--- src/rtl/pipeline_stall_controller_pkg.sv ---
// Shared types and constants for the pipeline stall/flush controller.
package pipeline_ctrl_pkg;

  typedef enum logic [1:0] {
    RUN         = 2'd0,
    MEM_WAIT    = 2'd1,
    MULDIV_WAIT = 2'd2
  } ctrl_state_e;

  localparam int MAX_WAIT_DEF = 64;
  localparam int PERF_W       = 32;

endpackage

--- src/rtl/pipeline_stall_controller_if.sv ---
// Hazard inputs and per-stage hold/bubble/flush controls of the stall controller.
interface pipeline_stall_controller_if;
  import pipeline_ctrl_pkg::*;

  logic              LU_HAZARD;
  logic              BRANCH_TAKEN_EX;
  logic              MULDIV_START_EX;
  logic              MULDIV_DONE;
  logic              DMEM_BUSY;
  logic              PC_HOLD;
  logic              IF_ID_HOLD;
  logic              ID_EX_HOLD;
  logic              EX_MEM_HOLD;
  logic              MEM_WB_BUBBLE;
  logic              EX_MEM_BUBBLE;
  logic              ID_EX_BUBBLE;
  logic              IF_ID_FLUSH;
  logic              WAIT_TIMEOUT;
  logic [PERF_W-1:0] STALL_CYCLES;
  logic [PERF_W-1:0] FLUSH_COUNT;

  modport master (
    input  LU_HAZARD, BRANCH_TAKEN_EX, MULDIV_START_EX,
    input  MULDIV_DONE, DMEM_BUSY,
    output PC_HOLD, IF_ID_HOLD, ID_EX_HOLD, EX_MEM_HOLD,
    output MEM_WB_BUBBLE, EX_MEM_BUBBLE, ID_EX_BUBBLE,
    output IF_ID_FLUSH, WAIT_TIMEOUT, STALL_CYCLES, FLUSH_COUNT
  );

  modport slave (
    output LU_HAZARD, BRANCH_TAKEN_EX, MULDIV_START_EX,
    output MULDIV_DONE, DMEM_BUSY,
    input  PC_HOLD, IF_ID_HOLD, ID_EX_HOLD, EX_MEM_HOLD,
    input  MEM_WB_BUBBLE, EX_MEM_BUBBLE, ID_EX_BUBBLE,
    input  IF_ID_FLUSH, WAIT_TIMEOUT, STALL_CYCLES, FLUSH_COUNT
  );

endinterface

--- src/rtl/pipeline_stall_controller_stall_watchdog.sv ---
// Saturating wait-cycle counter with a sticky timeout flag.
module stall_watchdog #(
  parameter int MAX_WAIT = 64,
  parameter int CNT_W    = 8
) (
  input  logic CLK,
  input  logic RESET,
  input  logic in_wait,
  input  logic clr,
  output logic timeout
);

  localparam logic [CNT_W-1:0] MAXV = CNT_W'(MAX_WAIT);

  logic [CNT_W-1:0] cnt;

  always_ff @(posedge CLK or posedge RESET) begin
    if (RESET) begin
      cnt     <= '0;
      timeout <= 1'b0;
    end else begin
      if (clr)
        cnt <= '0;
      else if (in_wait && cnt != MAXV)
        cnt <= cnt + 1'b1;
      // flag rises on the edge that completes the MAX_WAIT-th wait cycle
      if (in_wait && cnt >= MAXV - 1'b1)
        timeout <= 1'b1;
    end
  end

endmodule

--- src/rtl/pipeline_stall_controller.sv ---
// Stall/flush sequencer for the 5-stage pipeline.
// Perf counters are built only when PIPE_PERF_CNT_EN is defined.
module pipeline_stall_controller
  import pipeline_ctrl_pkg::*;
#(
  parameter int MAX_WAIT   = MAX_WAIT_DEF,
  parameter int WAIT_CNT_W = 8
) (
  input logic CLK,
  input logic RESET,
  pipeline_stall_controller_if.master bus
);

  ctrl_state_e state, next_state;
  logic pending, mul_wait;
  logic c_mem, c_mul, c_exit, c_br, c_lu;
  logic pc_hold, if_id_hold, id_ex_hold, ex_mem_hold;
  logic mem_wb_bubble, ex_mem_bubble;
  logic id_ex_bubble, if_id_flush;
  logic in_wait, wd_clr, timeout;

  // pending remembers a MUL/DIV caught under a memory freeze
  assign mul_wait = !bus.MULDIV_DONE &&
    (state == MULDIV_WAIT ||
     (state == MEM_WAIT && pending) ||
     (state == RUN && bus.MULDIV_START_EX));

  assign c_mem  = bus.DMEM_BUSY;
  assign c_mul  = !bus.DMEM_BUSY && mul_wait;
  assign c_exit = !bus.DMEM_BUSY && !mul_wait && state != RUN;
  assign c_br   = !bus.DMEM_BUSY && !mul_wait && state == RUN &&
                  bus.BRANCH_TAKEN_EX;
  assign c_lu   = !bus.DMEM_BUSY && !mul_wait && state == RUN &&
                  !bus.BRANCH_TAKEN_EX && bus.LU_HAZARD;

  always_ff @(posedge CLK or posedge RESET) begin
    if (RESET) begin
      state   <= RUN;
      pending <= 1'b0;
    end else begin
      state <= next_state;
      if (c_mem && state != MEM_WAIT)
        pending <= mul_wait;
    end
  end

  always_comb begin
    next_state    = state;
    pc_hold       = 1'b0;
    if_id_hold    = 1'b0;
    id_ex_hold    = 1'b0;
    ex_mem_hold   = 1'b0;
    mem_wb_bubble = 1'b0;
    ex_mem_bubble = 1'b0;
    id_ex_bubble  = 1'b0;
    if_id_flush   = 1'b0;
    unique case (1'b1)
      c_mem: begin
        pc_hold       = 1'b1;
        if_id_hold    = 1'b1;
        id_ex_hold    = 1'b1;
        ex_mem_hold   = 1'b1;
        mem_wb_bubble = 1'b1;
        next_state    = MEM_WAIT;
      end
      c_mul: begin
        pc_hold       = 1'b1;
        if_id_hold    = 1'b1;
        id_ex_hold    = 1'b1;
        ex_mem_bubble = 1'b1;
        next_state    = MULDIV_WAIT;
      end
      c_exit: next_state = RUN;
      c_br: begin
        if_id_flush  = 1'b1;
        id_ex_bubble = 1'b1;
      end
      c_lu: begin
        pc_hold      = 1'b1;
        if_id_hold   = 1'b1;
        id_ex_bubble = 1'b1;
      end
      default: ;
    endcase
  end

  assign in_wait = state != RUN;
  assign wd_clr  = next_state == RUN;

  stall_watchdog #(
    .MAX_WAIT(MAX_WAIT),
    .CNT_W   (WAIT_CNT_W)
  ) u_wd (
    .CLK    (CLK),
    .RESET  (RESET),
    .in_wait(in_wait),
    .clr    (wd_clr),
    .timeout(timeout)
  );

  assign bus.PC_HOLD       = pc_hold;
  assign bus.IF_ID_HOLD    = if_id_hold;
  assign bus.ID_EX_HOLD    = id_ex_hold;
  assign bus.EX_MEM_HOLD   = ex_mem_hold;
  assign bus.MEM_WB_BUBBLE = mem_wb_bubble;
  assign bus.EX_MEM_BUBBLE = ex_mem_bubble;
  assign bus.ID_EX_BUBBLE  = id_ex_bubble;
  assign bus.IF_ID_FLUSH   = if_id_flush;
  assign bus.WAIT_TIMEOUT  = timeout;

`ifdef PIPE_PERF_CNT_EN
  logic [PERF_W-1:0] stall_q, flush_q;

  always_ff @(posedge CLK or posedge RESET) begin
    if (RESET) begin
      stall_q <= '0;
      flush_q <= '0;
    end else begin
      if (pc_hold) stall_q <= stall_q + 1'b1;
      if (c_br)    flush_q <= flush_q + 1'b1;
    end
  end

  assign bus.STALL_CYCLES = stall_q;
  assign bus.FLUSH_COUNT  = flush_q;
`else
  assign bus.STALL_CYCLES = '0;
  assign bus.FLUSH_COUNT  = '0;
`endif

endmodule

--- src/flat_wrapper.sv ---
// flat-port wrapper written by rule: the top's interface ports become plain ports
module pipeline_stall_controller_flat import pipeline_ctrl_pkg::*;
#(
  parameter int MAX_WAIT   = MAX_WAIT_DEF,
  parameter int WAIT_CNT_W = 8
)
  (CLK, RESET, bus_LU_HAZARD, bus_BRANCH_TAKEN_EX, bus_MULDIV_START_EX, bus_MULDIV_DONE, bus_DMEM_BUSY, bus_PC_HOLD, bus_IF_ID_HOLD, bus_ID_EX_HOLD, bus_EX_MEM_HOLD, bus_MEM_WB_BUBBLE, bus_EX_MEM_BUBBLE, bus_ID_EX_BUBBLE, bus_IF_ID_FLUSH, bus_WAIT_TIMEOUT, bus_STALL_CYCLES, bus_FLUSH_COUNT);
  pipeline_stall_controller_if bus_i ();
  input logic CLK;
  input logic RESET;
  input wire logic [$bits(bus_i.LU_HAZARD)-1:0] bus_LU_HAZARD;
  input wire logic [$bits(bus_i.BRANCH_TAKEN_EX)-1:0] bus_BRANCH_TAKEN_EX;
  input wire logic [$bits(bus_i.MULDIV_START_EX)-1:0] bus_MULDIV_START_EX;
  input wire logic [$bits(bus_i.MULDIV_DONE)-1:0] bus_MULDIV_DONE;
  input wire logic [$bits(bus_i.DMEM_BUSY)-1:0] bus_DMEM_BUSY;
  output wire logic [$bits(bus_i.PC_HOLD)-1:0] bus_PC_HOLD;
  output wire logic [$bits(bus_i.IF_ID_HOLD)-1:0] bus_IF_ID_HOLD;
  output wire logic [$bits(bus_i.ID_EX_HOLD)-1:0] bus_ID_EX_HOLD;
  output wire logic [$bits(bus_i.EX_MEM_HOLD)-1:0] bus_EX_MEM_HOLD;
  output wire logic [$bits(bus_i.MEM_WB_BUBBLE)-1:0] bus_MEM_WB_BUBBLE;
  output wire logic [$bits(bus_i.EX_MEM_BUBBLE)-1:0] bus_EX_MEM_BUBBLE;
  output wire logic [$bits(bus_i.ID_EX_BUBBLE)-1:0] bus_ID_EX_BUBBLE;
  output wire logic [$bits(bus_i.IF_ID_FLUSH)-1:0] bus_IF_ID_FLUSH;
  output wire logic [$bits(bus_i.WAIT_TIMEOUT)-1:0] bus_WAIT_TIMEOUT;
  output wire logic [$bits(bus_i.STALL_CYCLES)-1:0] bus_STALL_CYCLES;
  output wire logic [$bits(bus_i.FLUSH_COUNT)-1:0] bus_FLUSH_COUNT;
  assign bus_i.LU_HAZARD = bus_LU_HAZARD;
  assign bus_i.BRANCH_TAKEN_EX = bus_BRANCH_TAKEN_EX;
  assign bus_i.MULDIV_START_EX = bus_MULDIV_START_EX;
  assign bus_i.MULDIV_DONE = bus_MULDIV_DONE;
  assign bus_i.DMEM_BUSY = bus_DMEM_BUSY;
  assign bus_PC_HOLD = bus_i.PC_HOLD;
  assign bus_IF_ID_HOLD = bus_i.IF_ID_HOLD;
  assign bus_ID_EX_HOLD = bus_i.ID_EX_HOLD;
  assign bus_EX_MEM_HOLD = bus_i.EX_MEM_HOLD;
  assign bus_MEM_WB_BUBBLE = bus_i.MEM_WB_BUBBLE;
  assign bus_EX_MEM_BUBBLE = bus_i.EX_MEM_BUBBLE;
  assign bus_ID_EX_BUBBLE = bus_i.ID_EX_BUBBLE;
  assign bus_IF_ID_FLUSH = bus_i.IF_ID_FLUSH;
  assign bus_WAIT_TIMEOUT = bus_i.WAIT_TIMEOUT;
  assign bus_STALL_CYCLES = bus_i.STALL_CYCLES;
  assign bus_FLUSH_COUNT = bus_i.FLUSH_COUNT;
  pipeline_stall_controller #(.MAX_WAIT(MAX_WAIT), .WAIT_CNT_W(WAIT_CNT_W)) u_core (.CLK(CLK), .RESET(RESET), .bus(bus_i));
endmodule
--- config.mk ---
export PLATFORM = sky130hd
export DESIGN_NAME = pipeline_stall_controller_flat
export DESIGN_NICKNAME = d
export VERILOG_FILES = /design/src/rtl/pipeline_stall_controller_pkg.sv /design/src/rtl/pipeline_stall_controller_if.sv /design/src/rtl/pipeline_stall_controller_stall_watchdog.sv /design/src/rtl/pipeline_stall_controller.sv /design/src/flat_wrapper.sv
export SDC_FILE = /design/constraint.sdc
export NUM_CORES = 1
export LEC_CHECK = 0
export ABC_CLOCK_PERIOD_IN_PS = 1850
export BUFFER_PORTS_ARGS = -buffer_cell sky130_fd_sc_hd__buf_2
export CORE_ASPECT_RATIO = 1.2
export CORE_MARGIN = 10
export CORE_UTILIZATION = 38
export DETAILED_ROUTE_END_ITERATION = 6
export GPL_ROUTABILITY_DRIVEN = 0
export PLACE_DENSITY = 0.77
export SETUP_SLACK_MARGIN = 0.4
export SLEW_MARGIN = 20
export SYNTH_ARGS = -nofsm -noshare
export SYNTH_HDL_FRONTEND = slang
export SYNTH_SLANG_ARGS = --single-unit
export TNS_END_PERCENT = 1
--- constraint.sdc ---
create_clock -name CLK -period 1.85 [get_ports CLK]
set_input_delay 0.0925 -clock CLK [delete_from_list [all_inputs] [get_ports CLK]]
set_output_delay 0.0925 -clock CLK [all_outputs]
set_load 0.005 [all_outputs]
== Yosys cells after proc, flatten, opt, wreduce, memory -nomap -nowiden ==
Cells that the tools add are included.

* Equality and inequality tests: 4
* Order comparisons: 1
* Muxes and demuxes: 9
* Reductions and logical operators: 26
* $add $sub $neg: 1

{| class="wikitable"
|+ Operators with widths
! kind !! number
|-
| two-way mux 8 bit || 2
|-
| logical AND 1 bit || 13
|-
| adder 8 x 1 -> 8 bit (second input constant) || 1
|-
| greater-or-equal comparator 8 x 6 -> 1 bit (second input constant) || 1
|-
| inequality test 8 x 7 -> 1 bit (second input constant) || 1
|-
| two-way mux 1 bit || 6
|-
| one-hot mux 2 bit (3 select lines) || 1
|-
| zero test 1 bit || 4
|-
| zero test 2 bit || 2
|-
| nonzero test 2 bit || 2
|-
| OR reduction 2 bit || 2
|-
| OR reduction 3 bit || 1
|-
| equality test 2 x 1 -> 1 bit (second input constant) || 1
|-
| equality test 2 bit (second input constant) || 1
|-
| logical OR 1 bit || 2
|-
| inequality test 2 x 1 -> 1 bit (second input constant) || 1
|}

* Logic and storage cells: 45
* Flip-flop bits (word level): 12
* Output and inout port bits: 73
* Bits of input ports: 7

== Longest topological paths before layout ==
* Depth in word-level cells: 12
* Depth in mapped cells: 6
* Depth with buffers taken out: 5

== Modules after synthesis ==
From an unflattened synthesis, not the netlist that was laid out.

* Cell total of the unflattened synthesis: 143
* Area, all modules: 1203.7 sq um

{| class="wikitable"
|+ By module, submodules not included
! module !! cells an instance !! seq. area each (sq um) !! times used !! area an instance (sq um)
|-
| pipeline_stall_controller || 93 || 75.1 || 1 || 713.2
|-
| stall_watchdog || 50 || 225.2 || 1 || 490.5
|}

== Worst setup path before layout ==
OpenSTA, ideal clock, no wires.

* Path type: reg-to-reg
* From: reg u_core.u_wd.cnt[0]
* To: reg u_core.u_wd.cnt[0]
* Period minus slack after synthesis: 1.742 ns
* Path buffers: 0
* Slack: 0.108 ns
* Arrival: 1.630 ns
* Data required time: 1.739 ns
* Cell stages (with the launch flop): 6
* Setup time: 0.111 ns
* Cells stage by stage: dfrtp_1 -> inv_1 -> ha_1 -> or4b_4 -> o211a_1 -> a2111oi_2

* Longest elaborated chain between the ends: 3
* Elaborated cells on any way between the ends: 6
* Those cells by class: add/sub (1); eq/ne (1); mux (2); reduce/logical (2)

{| class="wikitable"
|+ RTL lines
! item !! RTL line !! source
|-
| from (decl) || pipeline_stall_controller_stall_watchdog.sv:15 || <nowiki>logic [CNT_W-1:0] cnt;</nowiki>
|-
| from (signal assigned) || pipeline_stall_controller_stall_watchdog.sv:25 || <nowiki>cnt <= cnt + 1'b1;</nowiki>
|-
| adder 8 x 1 -> 8 bit / inequality test 8 x 7 -> 1 bit (equally long branches) || pipeline_stall_controller_stall_watchdog.sv:25, pipeline_stall_controller_stall_watchdog.sv:24 ||
|-
| two-way mux 8 bit / logical AND 1 bit (equally long branches) || pipeline_stall_controller_stall_watchdog.sv:24 || <nowiki>else if (in_wait && cnt != MAXV)</nowiki>
|-
| two-way mux 8 bit / nonzero test 2 bit (equally long branches) || -- ||
|}

Several ways; a longest one is shown, not always the timed one. The select of a mux whose other input is x is not followed.
A chain may end at the register's enable or synchronous reset.

== Final worst setup path ==
* From: reg u_core.u_wd.cnt[1]
* To: reg u_core.u_wd.cnt[1]

Same word-level chain as after synthesis.

==> results_dict.tcl <==
set metrics [dict create \
    rows 22 \
    fin_crit_sh_pct 91.0 \
    synth_top_cell_area_share_pct 42.1 \
    maxCapViolCount 0 \
    power.leakage_nw 0.621 \
    via_per_inst 4.03 \
    dp_hpwl_mm 1.96 \
    die_w_um 71.2 \
    h-tree-depth 1 \
    synth_edf_count 0 \
    grt_pass1_vias 830 \
    synth-compound-area-share_pct 14.2 \
    hold_viol_final 0 \
    antenna_found_initial 0 \
    clk_latency_ns 0.27 \
    yosysMostFrequentCell "buf_4" \
    syn_to_final_growth_pct -4.50 \
    grt_pass1_wl_mm 3.39 \
    setup_viol_count_final 0 \
    placed_cell_area_mm2 0.00104 \
    power_density_mw_per_mm2 599 \
    firstDrtPassIters 4 \
    status "completed" \
    max_freq_mhz 594 \
    antennaDiodeCount 0 \
    worstSetupPathType "flip-flop to flip-flop" \
    core_area_mm2 0.00306 \
    detail_route.wl_per_cell_um 12.3 \
    fin_crit_ns 1.68 \
    synth_area_leaders "buf_4 (42%), dfrtp_1 (25%), o211a_1 (2.5%)" \
    netlist_area_mm2 0.00120 \
    finalInstanceArea_mm2 0.00114 \
    die_h_um 81.5 \
    synth_xor_area_share_pct 0.732 \
    cts_buffers 3 \
    ios 80 \
    num_vias 778 \
    fin_nets 167 \
    hold_depth 2 \
    cts_tree "done" \
    portBuffers 15 \
    synth_top_family_by_area "buffers and inverters" \
    grt_util_all_layers_pct 6.82 \
    synthDistinctLibCells 33 \
    critical_path_required_ns 1.99 \
    yosys.area_share.adder_pct 2.09 \
    finalClockSkew_ns 0.00312 \
    min_path_type "primary input to flip-flop" \
    start_util_pct 39.1 \
    ys_seq_area_share_pct 25.1 \
    path_clk_slew_ns 0.07 \
    ys_ff_latch 12 \
    synthMuxAreaShare_pct 0 \
    yosys.area.top_type "buf_4" \
    syn_avg_cell_area_um2 8.54 \
    dieArea_mm2 0.00580 \
    synthCells 140 \
    maxSlewViolCount 0 \
    ir_worst_vdd_mv 0.240 \
    end_kind "flip-flop" \
    cp_max_fo 5 \
    cp.arrival_ns 1.82 \
    drtIter0Drc 15 \
    reg2regPathDepth 5 \
    synthSimpleGateAreaFrac_pct 12.6 \
    cp-start-kind "flip-flop" \
    wl_mm 2.37 \
    drc_errors 0 \
    grt_max_degree 13 \
    cts-root-buf "clkbuf_4" \
    ys.flop_type "dfrtp_1" \
    async_flop_share_pct 100 \
    cts_buffer_depth 2 \
    ys.warnings.count 0 \
    cts.sinks 12 \
    tns_ns 0 \
    synth_commonest_cells "buf_4 (67), dfrtp_1 (12), inv_1 (6), nor2_1 (6)" \
    drive_above_1_share_pct 20.4 \
    rsz0062_at_grt "yes" \
    ant_nets 0 \
    overflow 0 \
]
placed cells by master (no fill, tap or decap), types with 2 or more instances in the layout:
cell / count
o31ai_1: 2
dlygate4sd3_1: 2
inv_2: 2
inv_1: 4
buf_4: 3
or4_1: 2
buf_2: 15
nor3_1: 3
nor2_1: 5
a21oi_1: 5
o211a_1: 3
clkbuf_4: 3
dfrtp_1: 12
o21ai_0: 4
ha_1: 2
conb_1: 64
nand2_1: 5
flip-flops by register name (all words and copies together), names as in the netlist:
register / flops
u_core.pending: 1
u_core.u_wd.cnt: 8
u_core.state: 2
u_core.u_wd.timeout: 1
kinds of logic (layout without fill, tap and decap cells):
| family | count (synthesis) | in the layout |
|---|---|---|
| compound gates | 22 | 22 |
| xor+xnor | 1 | 1 |
| fa+ha+maj | 2 | 2 |
| buf+inv | 76 | 30 |
| flops | 12 | 12 |
| other cells | 1 | 64 |
| simple gates | 26 | 26 |
metrics by stage:
stage	total power (W)	worst slack (ns)	hold slack [ns]	utilization, %	instances
after floorplan	0.000512	0.266	-0.0428	-	203
after global placement	0.000444	0.194	0.118	33.9	184
after detailed placement	0.000449	0.132	0.125	33.9	184
after CTS	0.000667	0.164	0.0235	36.7	193
after global routing	0.000731	0.102	0.0227	37.4	193
final	0.000684	0.167	0.0230	37.4	193
worst paths after layout:
kind	startpoint	end	slack (ns)
worst max-delay path	u_core.u_wd.cnt[1]$_DFFE_PP0P_	u_core.u_wd.cnt[1]$_DFFE_PP0P_	0.17
worst min-delay path	bus_DMEM_BUSY	u_core.state[1]$_DFF_PP0_	0.02
worst max register to register	u_core.u_wd.cnt[1]$_DFFE_PP0P_	u_core.u_wd.cnt[1]$_DFFE_PP0P_	0.17
worst min register to register	u_core.u_wd.timeout$_DFFE_PP0P_	u_core.u_wd.timeout$_DFFE_PP0P_	0.46
max in group asynchronous	RESET	u_core.state[0]$_DFF_PP0_	1.17
min in group asynchronous	RESET	u_core.u_wd.cnt[3]$_DFFE_PP0P_	0.37
timing repair:
action,4_1_cts,5_1_grt
endpoints found under the setup margin,11,12
gates resized for setup,2,3
hold buffers,2,0
setup buffers,3,0
endpoints found under the hold margin,13,0
power by group:
group	switching [W]	internal [W]
Combinational	0.000112	0.0000723
Clock	0.0000868	0.000120
Sequential	0.0000149	0.000279
layout make-up:
class                      count  area, um^2
timing repair buffer          20         118
fill                         324        1910
tap                           36        45.0
inverter                       6        22.5
clock buffer                   4        36.3
multi-input combinational    115         621
sequential                    12         300
worst max-delay path: stages (launching register included):
cell and delay (ns):
dfrtp_1 0.40, inv_2 0.09, ha_1 0.14, or4b_4 0.49
nor3_1 0.35, a2111oi_4 0.08
per-layer routing:
layer,vias to the layer above,global-route usage [%],wire length [um]
li1,372,-,-
met1,355,6.11,832
met2,49,12.4,1240
met3,2,2.65,264
met4,0,4.84,34
met5,-,0,0
(Power assumes the default switching activity.)
